**config.mk**
```make
export PLATFORM = sky130hd
export DESIGN_NAME = dcache_tag_ctrl_flat
export DESIGN_NICKNAME = d
export VERILOG_FILES = /design/src/rtl/dcache_pkg.sv /design/src/rtl/dcache_tag_ctrl_if.sv /design/src/rtl/dcache_tag_arb.sv /design/src/rtl/dcache_tag_ctrl.sv /design/src/flat_wrapper.sv
export SDC_FILE = /design/constraint.sdc
export NUM_CORES = 1
export LEC_CHECK = 0
export ABC_AREA = 0
export CORE_AREA = 2 2 46 48
export DETAILED_ROUTE_END_ITERATION = 8
export DIE_AREA = 0 0 48 50
export DONT_BUFFER_PORTS = 1
export PLACE_DENSITY = 0.77
export SYNTH_ARGS = -nofsm -noshare
export SYNTH_HDL_FRONTEND = slang
export SYNTH_SLANG_ARGS = --single-unit
```
**constraint.sdc**
```tcl
create_clock -name clk -period 3.7 [get_ports clk]
set_clock_uncertainty 0.05 [all_clocks]
set_input_delay 0.74 -clock clk [delete_from_list [all_inputs] [get_ports clk]]
set_output_delay 0.74 -clock clk [all_outputs]
set_load 0.03 [all_outputs]
```
**src/rtl/dcache_pkg.sv**
```systemverilog
// Shared dcache tag-array dimensions and the tag controller state type.
// Imported by the tag controller, its request interface and its arbiter.
package dcache_pkg;
  localparam int DCACHE_SETS  = 32;
  localparam int DCACHE_SET_W = 5;
  localparam int DCACHE_TAG_W = 23;

  typedef enum logic {
    INIT = 1'b0,
    RUN  = 1'b1
  } tag_ctrl_state_t;
endpackage

```
**src/rtl/dcache_tag_ctrl_if.sv**
```systemverilog
// Lookup / tag-update request bus between a cache pipeline and dcache_tag_ctrl.
// Both channels use valid/ready; the lookup result returns one cycle after acceptance.
interface dcache_tag_ctrl_if
  import dcache_pkg::*;
#(
  parameter int ADDR_WIDTH = DCACHE_SET_W,
  parameter int TAG_WIDTH  = DCACHE_TAG_W
);
  logic                  lkup_valid;
  logic                  lkup_ready;
  logic [ADDR_WIDTH-1:0] lkup_set;
  logic                  lkup_rsp_valid;
  logic [TAG_WIDTH-1:0]  lkup_rsp_tag;
  logic                  upd_valid;
  logic                  upd_ready;
  logic [ADDR_WIDTH-1:0] upd_set;
  logic [TAG_WIDTH-1:0]  upd_tag;

  modport master (
    output lkup_valid, lkup_set, upd_valid, upd_set, upd_tag,
    input  lkup_ready, lkup_rsp_valid, lkup_rsp_tag, upd_ready
  );

  modport slave (
    input  lkup_valid, lkup_set, upd_valid, upd_set, upd_tag,
    output lkup_ready, lkup_rsp_valid, lkup_rsp_tag, upd_ready
  );
endinterface

```
**src/rtl/dcache_tag_arb.sv**
```systemverilog
// Two-requester arbiter for the single SRAM port: update wins a contention unless the
// previous contended lookup lost, so a lookup never waits more than one cycle. Grants are combinational.
module dcache_tag_arb
  import dcache_pkg::*;
(
  input  logic clk,
  input  logic rst_n,
  input  logic en,
  input  logic lkup_req,
  input  logic upd_req,
  output logic lkup_gnt,
  output logic upd_gnt
);
  logic age;

  always_comb begin
    lkup_gnt = en & lkup_req & (~upd_req | age);
    upd_gnt  = en & upd_req & ~lkup_gnt;
  end

  always_ff @(posedge clk or negedge rst_n) begin
    if (!rst_n) begin
      age <= 1'b0;
    end else if (lkup_gnt) begin
      age <= 1'b0;
    end else if (en & lkup_req) begin
      age <= 1'b1;
    end
  end
endmodule

```
**src/rtl/dcache_tag_ctrl.sv**
```systemverilog
// Tag-array controller in front of a 1-port SRAM: optional zeroing sweep (DCACHE_TAG_INIT_SWEEP_EN),
// then arbitrated lookups (tag returned 1 cycle later) and updates; SRAM pins driven combinationally.
module dcache_tag_ctrl
  import dcache_pkg::*;
#(
  parameter int SETS       = DCACHE_SETS,
  parameter int ADDR_WIDTH = DCACHE_SET_W,
  parameter int TAG_WIDTH  = DCACHE_TAG_W
)(
  input  logic                  clk,
  input  logic                  rst_n,
  dcache_tag_ctrl_if.slave      bus,
  output logic                  init_done,
  output logic                  sram_csb0,
  output logic                  sram_web0,
  output logic [ADDR_WIDTH-1:0] sram_addr0,
  output logic [TAG_WIDTH-1:0]  sram_din0,
  input  logic [TAG_WIDTH-1:0]  sram_dout0
);
  localparam logic [ADDR_WIDTH-1:0] LAST_SET = ADDR_WIDTH'(SETS - 1);

`ifdef DCACHE_TAG_INIT_SWEEP_EN
  localparam tag_ctrl_state_t RST_STATE = INIT;
  localparam logic            RST_DONE  = 1'b0;
`else
  localparam tag_ctrl_state_t RST_STATE = RUN;
  localparam logic            RST_DONE  = 1'b1;
`endif

  tag_ctrl_state_t       state;
  logic [ADDR_WIDTH-1:0] sweep_idx;
  logic [ADDR_WIDTH-1:0] last_addr;
  logic                  done_q;
  logic                  disarm;
  logic                  rsp_valid_q;
  logic                  run;
  logic                  sweep_wr;
  logic                  lkup_gnt;
  logic                  upd_gnt;

  // rst_n gates the combinational paths so nothing reaches the SRAM or the requesters while held in reset.
  assign run      = rst_n & (state == RUN);
  assign sweep_wr = rst_n & (state == INIT);

  dcache_tag_arb u_arb (
    .clk      (clk),
    .rst_n    (rst_n),
    .en       (run),
    .lkup_req (bus.lkup_valid),
    .upd_req  (bus.upd_valid),
    .lkup_gnt (lkup_gnt),
    .upd_gnt  (upd_gnt)
  );

  assign bus.lkup_ready     = lkup_gnt;
  assign bus.upd_ready      = upd_gnt;
  assign bus.lkup_rsp_valid = rsp_valid_q;
  assign bus.lkup_rsp_tag   = sram_dout0;
  assign init_done          = done_q & rst_n;

  // Priority: sweep write, granted update, granted lookup, then the post-write disarm read.
  always_comb begin
    sram_csb0  = 1'b1;
    sram_web0  = 1'b1;
    sram_addr0 = '0;
    sram_din0  = '0;
    if (sweep_wr) begin
      sram_csb0  = 1'b0;
      sram_web0  = 1'b0;
      sram_addr0 = sweep_idx;
    end else if (upd_gnt) begin
      sram_csb0  = 1'b0;
      sram_web0  = 1'b0;
      sram_addr0 = bus.upd_set;
      sram_din0  = bus.upd_tag;
    end else if (lkup_gnt) begin
      sram_csb0  = 1'b0;
      sram_addr0 = bus.lkup_set;
    end else if (disarm) begin
      sram_csb0  = 1'b0;
      sram_addr0 = last_addr;
    end
  end

  always_ff @(posedge clk or negedge rst_n) begin
    if (!rst_n) begin
      state       <= RST_STATE;
      sweep_idx   <= '0;
      done_q      <= RST_DONE;
      disarm      <= 1'b0;
      last_addr   <= '0;
      rsp_valid_q <= 1'b0;
    end else begin
      rsp_valid_q <= lkup_gnt;
      disarm      <= sweep_wr | upd_gnt;
      if (sweep_wr) begin
        last_addr <= sweep_idx;
      end else if (upd_gnt) begin
        last_addr <= bus.upd_set;
      end
      case (state)
        INIT: begin
          if (sweep_idx == LAST_SET) begin
            sweep_idx <= '0;
            state     <= RUN;
            done_q    <= 1'b1;
          end else begin
            sweep_idx <= sweep_idx + 1'b1;
          end
        end
        RUN: begin
          state <= RUN;
        end
      endcase
    end
  end
endmodule

```
**src/flat_wrapper.sv**
```systemverilog
// flat-port wrapper written by rule: the top's interface ports become plain ports
module dcache_tag_ctrl_flat import dcache_pkg::*;
#(
  parameter int SETS       = DCACHE_SETS,
  parameter int ADDR_WIDTH = DCACHE_SET_W,
  parameter int TAG_WIDTH  = DCACHE_TAG_W
)
  (clk, rst_n, init_done, sram_csb0, sram_web0, sram_addr0, sram_din0, sram_dout0, bus_lkup_valid, bus_lkup_set, bus_upd_valid, bus_upd_set, bus_upd_tag, bus_lkup_ready, bus_lkup_rsp_valid, bus_lkup_rsp_tag, bus_upd_ready);
  dcache_tag_ctrl_if #(.ADDR_WIDTH(ADDR_WIDTH), .TAG_WIDTH(TAG_WIDTH)) bus_i ();
  input  logic clk;
  input  logic rst_n;
  output logic init_done;
  output logic sram_csb0;
  output logic sram_web0;
  output logic [ADDR_WIDTH-1:0] sram_addr0;
  output logic [TAG_WIDTH-1:0] sram_din0;
  input  logic [TAG_WIDTH-1:0] sram_dout0;
  input wire logic [$bits(bus_i.lkup_valid)-1:0] bus_lkup_valid;
  input wire logic [$bits(bus_i.lkup_set)-1:0] bus_lkup_set;
  input wire logic [$bits(bus_i.upd_valid)-1:0] bus_upd_valid;
  input wire logic [$bits(bus_i.upd_set)-1:0] bus_upd_set;
  input wire logic [$bits(bus_i.upd_tag)-1:0] bus_upd_tag;
  output wire logic [$bits(bus_i.lkup_ready)-1:0] bus_lkup_ready;
  output wire logic [$bits(bus_i.lkup_rsp_valid)-1:0] bus_lkup_rsp_valid;
  output wire logic [$bits(bus_i.lkup_rsp_tag)-1:0] bus_lkup_rsp_tag;
  output wire logic [$bits(bus_i.upd_ready)-1:0] bus_upd_ready;
  assign bus_i.lkup_valid = bus_lkup_valid;
  assign bus_i.lkup_set = bus_lkup_set;
  assign bus_i.upd_valid = bus_upd_valid;
  assign bus_i.upd_set = bus_upd_set;
  assign bus_i.upd_tag = bus_upd_tag;
  assign bus_lkup_ready = bus_i.lkup_ready;
  assign bus_lkup_rsp_valid = bus_i.lkup_rsp_valid;
  assign bus_lkup_rsp_tag = bus_i.lkup_rsp_tag;
  assign bus_upd_ready = bus_i.upd_ready;
  dcache_tag_ctrl #(.SETS(SETS), .ADDR_WIDTH(ADDR_WIDTH), .TAG_WIDTH(TAG_WIDTH)) u_core (.clk(clk), .rst_n(rst_n), .bus(bus_i), .init_done(init_done), .sram_csb0(sram_csb0), .sram_web0(sram_web0), .sram_addr0(sram_addr0), .sram_din0(sram_din0), .sram_dout0(sram_dout0));
endmodule
```
==> reports/qor.tcl, run 1 <==
set qor(routed-via-count) 783
set qor(worst_skew_pair.late_latency_ns) 0.28
set qor(met3_usage_in_global_routing_pct) 13.92
set qor(worst-path-max-fanout) 12
set qor(syn-num-nets) 178
set qor(die_h_um) 50
set qor(status) {finished clean}
set qor(power.internal_uw) 235.8
set qor(hpwl_mm) 2.215
set qor(route.antenna.remaining_nets) 0
set qor(synth_top_area_share_pct) 29.68
set qor(ys_types) 30
set qor(drt_iter0_drc) 8
set qor(yosys.area_share.xor_xnor_pct) 0
set qor(max_cap_violations) 0
set qor(globalRouteMet2Util_pct) 35.33
set qor(clock_path_buffers) 2
set qor(synth_flop_cell) {dfrtp_1}
set qor(synth.yosys.warnings) 0
set qor(gr-usage-all-layers_pct) 22.61
set qor(synthesis.area_um2) 1096
set qor(post_cts_buffers) 0
set qor(initial_antenna_violation_count) 0
set qor(coreArea_um2) 1902
set qor(post_cts_resize_count) 0
set qor(area_delta_synth_final_pct) -13.70
set qor(asyncSetResetFlopFracSynth_pct) 100.0
set qor(synth-edff-count) 0
set qor(routabilityCongestion) 0.8249
set qor(met1_usage_pct) 23.67
set qor(number_of_clock_sinks) 14
set qor(total_switching_power_uw) 130.2
set qor(initial_core_util_pct) 57.63
set qor(placement_rows) 16
set qor(cts.reportedPaths.clkPinSlew_ns) 0.09
set qor(synthAdderAreaFrac_pct) 2.283
set qor(maximum_number_of_pins_on_one_net_before_global_route_repair) 30
set qor(grt_setup_unrepaired) {false}
set qor(flop_and_latch_count_out_of_synthesis) 14
set qor(synth_top_family_by_area) {buffers and inverters}
set qor(port_buffers) 0
set qor(max_slew.worst_pin.slew_ns) 0.4260
set qor(synth.mux.area_fraction_pct) 2.055
set qor(final.min_clock_period_ns) 2.650
set qor(global_route.peak_usage_layer) {met2}
set qor(setup.worst_path.end_class) {output pin}
set qor(hp-class) {in2async}
set qor(totalWireLength_mm) 2.757
set qor(achievable-frequency_ghz) 0.3774
set qor(final_layout_size_suffix_gt1_share_pct) 15.38
set qor(startpoint_type) {flip-flop}
set qor(yosys-top-cells-area) {dfrtp_1 30%, buf_4 16%, and3_1 14%}
set qor(critPathArrivalTime_ns) 1.86
set qor(avgSynthCellArea_um2) 9.449
set qor(cp_data_required_time_ns) 2.91
set qor(vias_per_cell) 6.636
set qor(finish_stage_setup_viols) 0
set qor(root_buffer) {clkbuf_4}
set qor(cts_tree) {built}
set qor(seq_power_share_pct) 47.8
set qor(worstSetupPathType) {reg2out}
set qor(detailedRoute.firstPassIterationCount) 4
set qor(synth_seq_area_share_pct) 32.08
set qor(power_frac_clock_pct) 24.6
set qor(final_cycle_share_pct) 71.61
set qor(area_share_of_and_or_nand_nor_cells_after_synthesis_pct) 21.00
set qor(route.detailed.drc) 0
set qor(cts_hold_buffers) 0
set qor(synth.largest_area_cell) {dfrtp_1}
set qor(most_frequent_cells_after_synthesis) {24 x and3_1, 24 x buf_4, 13 x dfrtp_1, 6 x a21o_1, 6 x buf_2}
set qor(slew_headroom_pct) 71.49
set qor(first_global_vias) 803
set qor(ir_drop_v) 0.0002883
set qor(leakage_power_total_nw) 0.5198
set qor(fin_total_pwr_uw) 366.0
set qor(die_w_um) 48
set qor(die_area_um2) 2400
set qor(swShare_pct) 35.57
set qor(nNetsFinal) 154
set qor(num_io_pins) 117
set qor(synth_area_in_compound_gates_pct) 20.32
set qor(report.final.hold_viol_count) 0
set qor(n_antenna_cell) 0
set qor(power.combinational.fraction_pct) 27.6
set qor(grt_pass1_wl_mm) 3.836
set qor(synthesis.instances) 116
set qor(ctsHtreeMaxLevel) 1
set qor(power.density_nw_per_um2) 387.0
set qor(setup_total_negative_slack_ns) 0
set qor(numCtsBuffers) 3
set qor(slew_violations) 0
set qor(wl_per_cell_um) 23.36
set qor(grt-ovfl-total) 0
-- per-layer routing --
layer | up-vias | routed length (um)
met5 | - | 0
met4 | 0 | 42
met3 | 5 | 454
met2 | 68 | 1288
met1 | 362 | 971
li1 | 348 | -
-- final timing paths --
| check | end | slack [ns] | cells past startpoint | startpoint |
|---|---|---|---|---|
| max | sram_csb0 | 1.05 | 4 | u_core.state |
| min | u_core.last_addr[3] | 0.09 | 0 | rst_n |
| max reg2reg | u_core.sweep_idx[3] | 1.99 | 5 | u_core.sweep_idx[0] |
| min reg2reg | u_core.last_addr[0] | 0.44 | 1 | u_core.last_addr[0] |
| max in group asynchronous | u_core.state | 3.33 | 0 | rst_n |
| min in group clk | u_core.last_addr[0] | 0.44 | 1 | u_core.last_addr[0] |
-- power groups by stage --
stage	logic (mW)	registers, mW	clock network (mW)
after detailed placement	0.101	0.177	0
after global placement	0.0981	0.176	0
after floorplan	0.142	0.175	0
after global routing	0.107	0.176	0.0984
after CTS	0.101	0.174	0.0921
final	0.101	0.175	0.0901
-- flip-flops by register name (all words and copies together) (netlist names) --
name,count
u_core.sweep_idx,5
u_core.u_arb.age,1
u_core.last_addr,5
u_core.disarm,1
u_core.state,1
u_core.bus.lkup_rsp_valid,1
-- critical path, cell delays in order (launching register included) --
cell and delay, ns:
dfstp_2 0.65, inv_1 0.11, o21ai_4 0.39, nor3b_1 0.25, buf_4 0.19
-- placed cells by master (no fill, tap or decap), drive strengths merged --
master	synthesis	final
or2	1	1
and2	2	2
nand3	2	2
dfrtp	13	13
ha	2	2
nor2b	2	2
a32o	5	5
mux2	2	2
nand2	2	2
nor3b	1	1
dfstp	1	1
clkbuf	0	4
o32ai	1	1
a21o	6	6
o31ai	1	1
o21ai	5	5
inv	3	3
nor2	1	1
a221o	5	5
nor3	1	1
and3	24	24
a21boi	1	1
nand2b	2	2
buf	32	3
a31oi	1	1
-- final cells by class --
| type | count | area [um2] |
|---|---|---|
| Multi-Input combinational cell | 67 | 500.5 |
| Timing Repair Buffer | 3 | 22.52 |
| Sequential cell | 14 | 351.6 |
| Clock buffer | 4 | 26.28 |
| Inverter | 3 | 11.26 |
| Tap cell | 27 | 33.78 |
| Fill cell | 180 | 955.9 |
-- logic make-up after synthesis --
logic type | Yosys count
flops | 14
simple gates | 38
fa+ha+maj | 2
buf+inv | 35
mux | 2
compound gates | 25
-- metrics by stage --
step                area (um2)  hold WS, ns  worst slack (ns)  std cells  util (%)
floorplan                 1096       0.3944            0.7778        116         -
global placement         919.6       0.3950             1.186        114     48.36
detailed placement       919.6       0.3950             1.164        114     48.36
CTS                      945.9      0.08432             1.038        118     49.74
global route             945.9      0.07532            0.8710        118     49.74
finish                   945.9      0.08974             1.050        118     49.74
(Power assumes the default switching activity.)
==> run 2: changes to the inputs <==
==> constraint.sdc (replaced) <==
create_clock -name clk -period 2.44 [get_ports clk]
set_clock_uncertainty 0.05 [all_clocks]
set_input_delay 0.488 -clock clk [delete_from_list [all_inputs] [get_ports clk]]
set_output_delay 0.488 -clock clk [all_outputs]
set_load 0.03 [all_outputs]
==> reports/qor.tcl, run 2 (synthesized netlist as in run 1, its figures left out) <==
set qor(drt_iter0_drc) 24 ;# +16
set qor(register_area_um2) 351.6 ;# unchanged
set qor(final.min_clock_period_ns) 2.323
set qor(globalRouteMet2Util_pct) 41.11 ;# +5.8 points
set qor(report.final.hold_viol_count) 0 ;# unchanged
set qor(grt_pass1_wl_mm) 4.236 ;# +10%
set qor(multiInputGateArea_um2) 514.2 ;# +2.7%
set qor(layout_commonest_cell) {and3_1}
set qor(route.detailed.drc) 0 ;# unchanged
set qor(power.internal_uw) 399.0 ;# +69%
set qor(slew_headroom_pct) 58.79 ;# -13 points
set qor(dpl-instance-area_um2) 964.7 ;# +4.9%
set qor(finish_stage_setup_viols) 0 ;# unchanged
set qor(gr-usage-all-layers_pct) 24.70 ;# +2.1 points
set qor(cp_data_required_time_ns) 1.90 ;# -1.01 ns
set qor(cts.reportedPaths.clkPinSlew_ns) 0.08 ;# about the same
set qor(wl_per_cell_um) 23.51 ;# +0.63%
set qor(maximum_number_of_pins_on_one_net_before_global_route_repair) 30 ;# unchanged
set qor(global_route.peak_usage_layer) {met2}
set qor(clock_path_buffers) 2 ;# unchanged
set qor(area_delta_synth_final_pct) -6.507
set qor(power.combinational.fraction_pct) 29.2 ;# +1.6 points
set qor(placement_rows) 16 ;# unchanged
set qor(met3_usage_in_global_routing_pct) 10.26 ;# -3.7 points
set qor(first_global_vias) 856 ;# +6.6%
set qor(initial_antenna_violation_count) 0 ;# unchanged
set qor(final_layout_size_suffix_gt1_share_pct) 22.45 ;# +7.1 points
set qor(swShare_pct) 34.03 ;# -1.5 points
set qor(nNetsFinal) 161 ;# +4.5%
set qor(reg_top3) {u_core.last_addr: 5 flops, u_core.sweep_idx: 5 flops}
set qor(worstSetupPathType) {reg2out}
set qor(die_w_um) 48 ;# unchanged
set qor(post_cts_buffers) 0 ;# unchanged
set qor(stdcell_area_um2) 1025 ;# +8.3%
set qor(final.fill_count) 172 ;# -4.4%
set qor(routed-via-count) 856 ;# +9.3%
set qor(layout_common_cells) {24 x and3_1, 13 x dfrtp_1, 9 x buf_4, 6 x a21o_1}
set qor(ctsHtreeMaxLevel) 1 ;# unchanged
set qor(slew_violations) 0 ;# unchanged
set qor(die_h_um) 50 ;# unchanged
set qor(root_buffer) {clkbuf_4}
set qor(achievable-frequency_ghz) 0.4305
set qor(number_of_clock_sinks) 14 ;# unchanged
set qor(initial_core_util_pct) 57.63 ;# unchanged
set qor(route.antenna.remaining_nets) 0 ;# unchanged
set qor(max_cap_violations) 0 ;# unchanged
set qor(status) {finished clean}
set qor(setup_total_negative_slack_ns) 0 ;# unchanged
set qor(coreArea_um2) 1902 ;# unchanged
set qor(power_frac_clock_pct) 27.0 ;# +2.4 points
set qor(num_io_pins) 117 ;# unchanged
set qor(n_antenna_cell) 0 ;# unchanged
set qor(numCtsBuffers) 3 ;# unchanged
set qor(met1_usage_pct) 28.21 ;# +4.5 points
set qor(totalWireLength_mm) 2.939 ;# +6.6%
set qor(hp-class) {in2reg}
set qor(hpwl_mm) 2.274 ;# +2.7%
set qor(ir_drop_v) 0.0003848 ;# +33%
set qor(setup.worst_path.end_class) {output pin}
set qor(vias_per_cell) 6.848 ;# +3.2%
set qor(power.density_nw_per_um2) 590.2 ;# +53%
set qor(max_slew.worst_pin.slew_ns) 0.6162 ;# +0.1901 ns
set qor(startpoint_type) {flip-flop}
set qor(seq_power_share_pct) 43.8 ;# -4.0 points
set qor(place_ws_ns) 0.2749 ;# -0.8896 ns
set qor(grt-ovfl-total) 0 ;# unchanged
set qor(port_buffers) 0 ;# unchanged
set qor(setup_ws_post_layout_ns) 0.1169 ;# -0.9334 ns
set qor(worst_skew_pair.late_latency_ns) 0.27 ;# about the same
set qor(cts_tree) {built}
set qor(total_switching_power_uw) 205.8 ;# +58%
set qor(worst-path-max-fanout) 12 ;# unchanged
set qor(detailedRoute.firstPassIterationCount) 4 ;# unchanged
set qor(routabilityCongestion) 0.7781 ;# -5.7%
set qor(critPathArrivalTime_ns) 1.79 ;# -0.07 ns
set qor(final_cycle_share_pct) 95.21
set qor(die_area_um2) 2400 ;# unchanged
set qor(grt_setup_unrepaired) {false}
set qor(leakage_power_total_nw) 0.5622 ;# +8.2%
[run 2: changes by cell type in the layout (fill, tap and decap cells not counted)]
| cell | before | now |
|---|---|---|
| buf_4 | 3 | 9 |
| clkbuf_1 | 1 | 0 |
| clkbuf_8 | 0 | 1 |
| dlygate4sd3_1 | 0 | 1 |
| nor2b_1 | 2 | 1 |
| nor2b_2 | 0 | 1 |
| o32ai_2 | 1 | 0 |
| o32ai_4 | 0 | 1 |
[run 2: path summary, 6_finish.rpt]
check / endpoint / from / depth (start not counted) / slack [ns]
worst max-delay path: sram_addr0[4] / u_core.state / 4 / 0.12
worst min-delay path: u_core.u_arb.age / bus_upd_valid / 2 / 0.35
worst max register to register: u_core.sweep_idx[3] / u_core.sweep_idx[0] / 5 / 0.72
worst min register to register: u_core.last_addr[3] / u_core.last_addr[3] / 1 / 0.45
max in group asynchronous: u_core.last_addr[2] / rst_n / 1 / 1.33
min in group asynchronous: u_core.disarm / rst_n / 1 / 0.61
[run 2: metrics by stage]
stage	std cells	hold WS, ns	power (mW)	util [%]
3_5_place_dp	120	0.1430	0.4364	50.72
2_1_floorplan	116	0.1424	0.4796	-
3_3_place_gp	120	0.1429	0.4325	50.72
4_1_cts	125	0.3383	0.6052	53.29
6_report	125	0.3540	0.6048	53.88
5_1_grt	125	0.3539	0.6317	53.88
[run 2: metal layers]
layer | wire [um] | vias up | share of wire (%)
li1 | - | 363 | -
met1 | 1036 | 403 | 35
met5 | 0 | - | 0
met2 | 1405 | 83 | 48
met4 | 42 | 0 | 1.4
met3 | 455 | 7 | 15
[run 2: area by class of cell]
cell class	count	share of cell area [%]
multi-input cells	67	50.18
flip-flops and latches	14	34.31
repair buffers	10	7.570
clock buffers	4	3.541
well taps	27	3.297
inverters	3	1.099
[run 2: power by group through the flow]
| stage | clock, mW | sequential [mW] | combinational [mW] |
|---|---|---|---|
| 2_1_floorplan | 0 | 0.265 | 0.215 |
| 3_3_place_gp | 0 | 0.268 | 0.165 |
| 3_5_place_dp | 0 | 0.268 | 0.168 |
| 4_1_cts | 0.165 | 0.265 | 0.176 |
| 5_1_grt | 0.178 | 0.267 | 0.186 |
| 6_report | 0.163 | 0.265 | 0.176 |
[run 2: critical path, cell delays in order, from the launching register on]
cell and delay [ns]:
dfstp_2 0.66, nand3_1 0.16, nor2b_2 0.31, a221o_1 0.22
buf_4 0.16
[run 2: repair_timing]
item	in CTS	in global routing
hold endpoints to repair	14	0
endpoints found under the setup margin	5	5
hold buffers	1	0
resized for setup	1	1
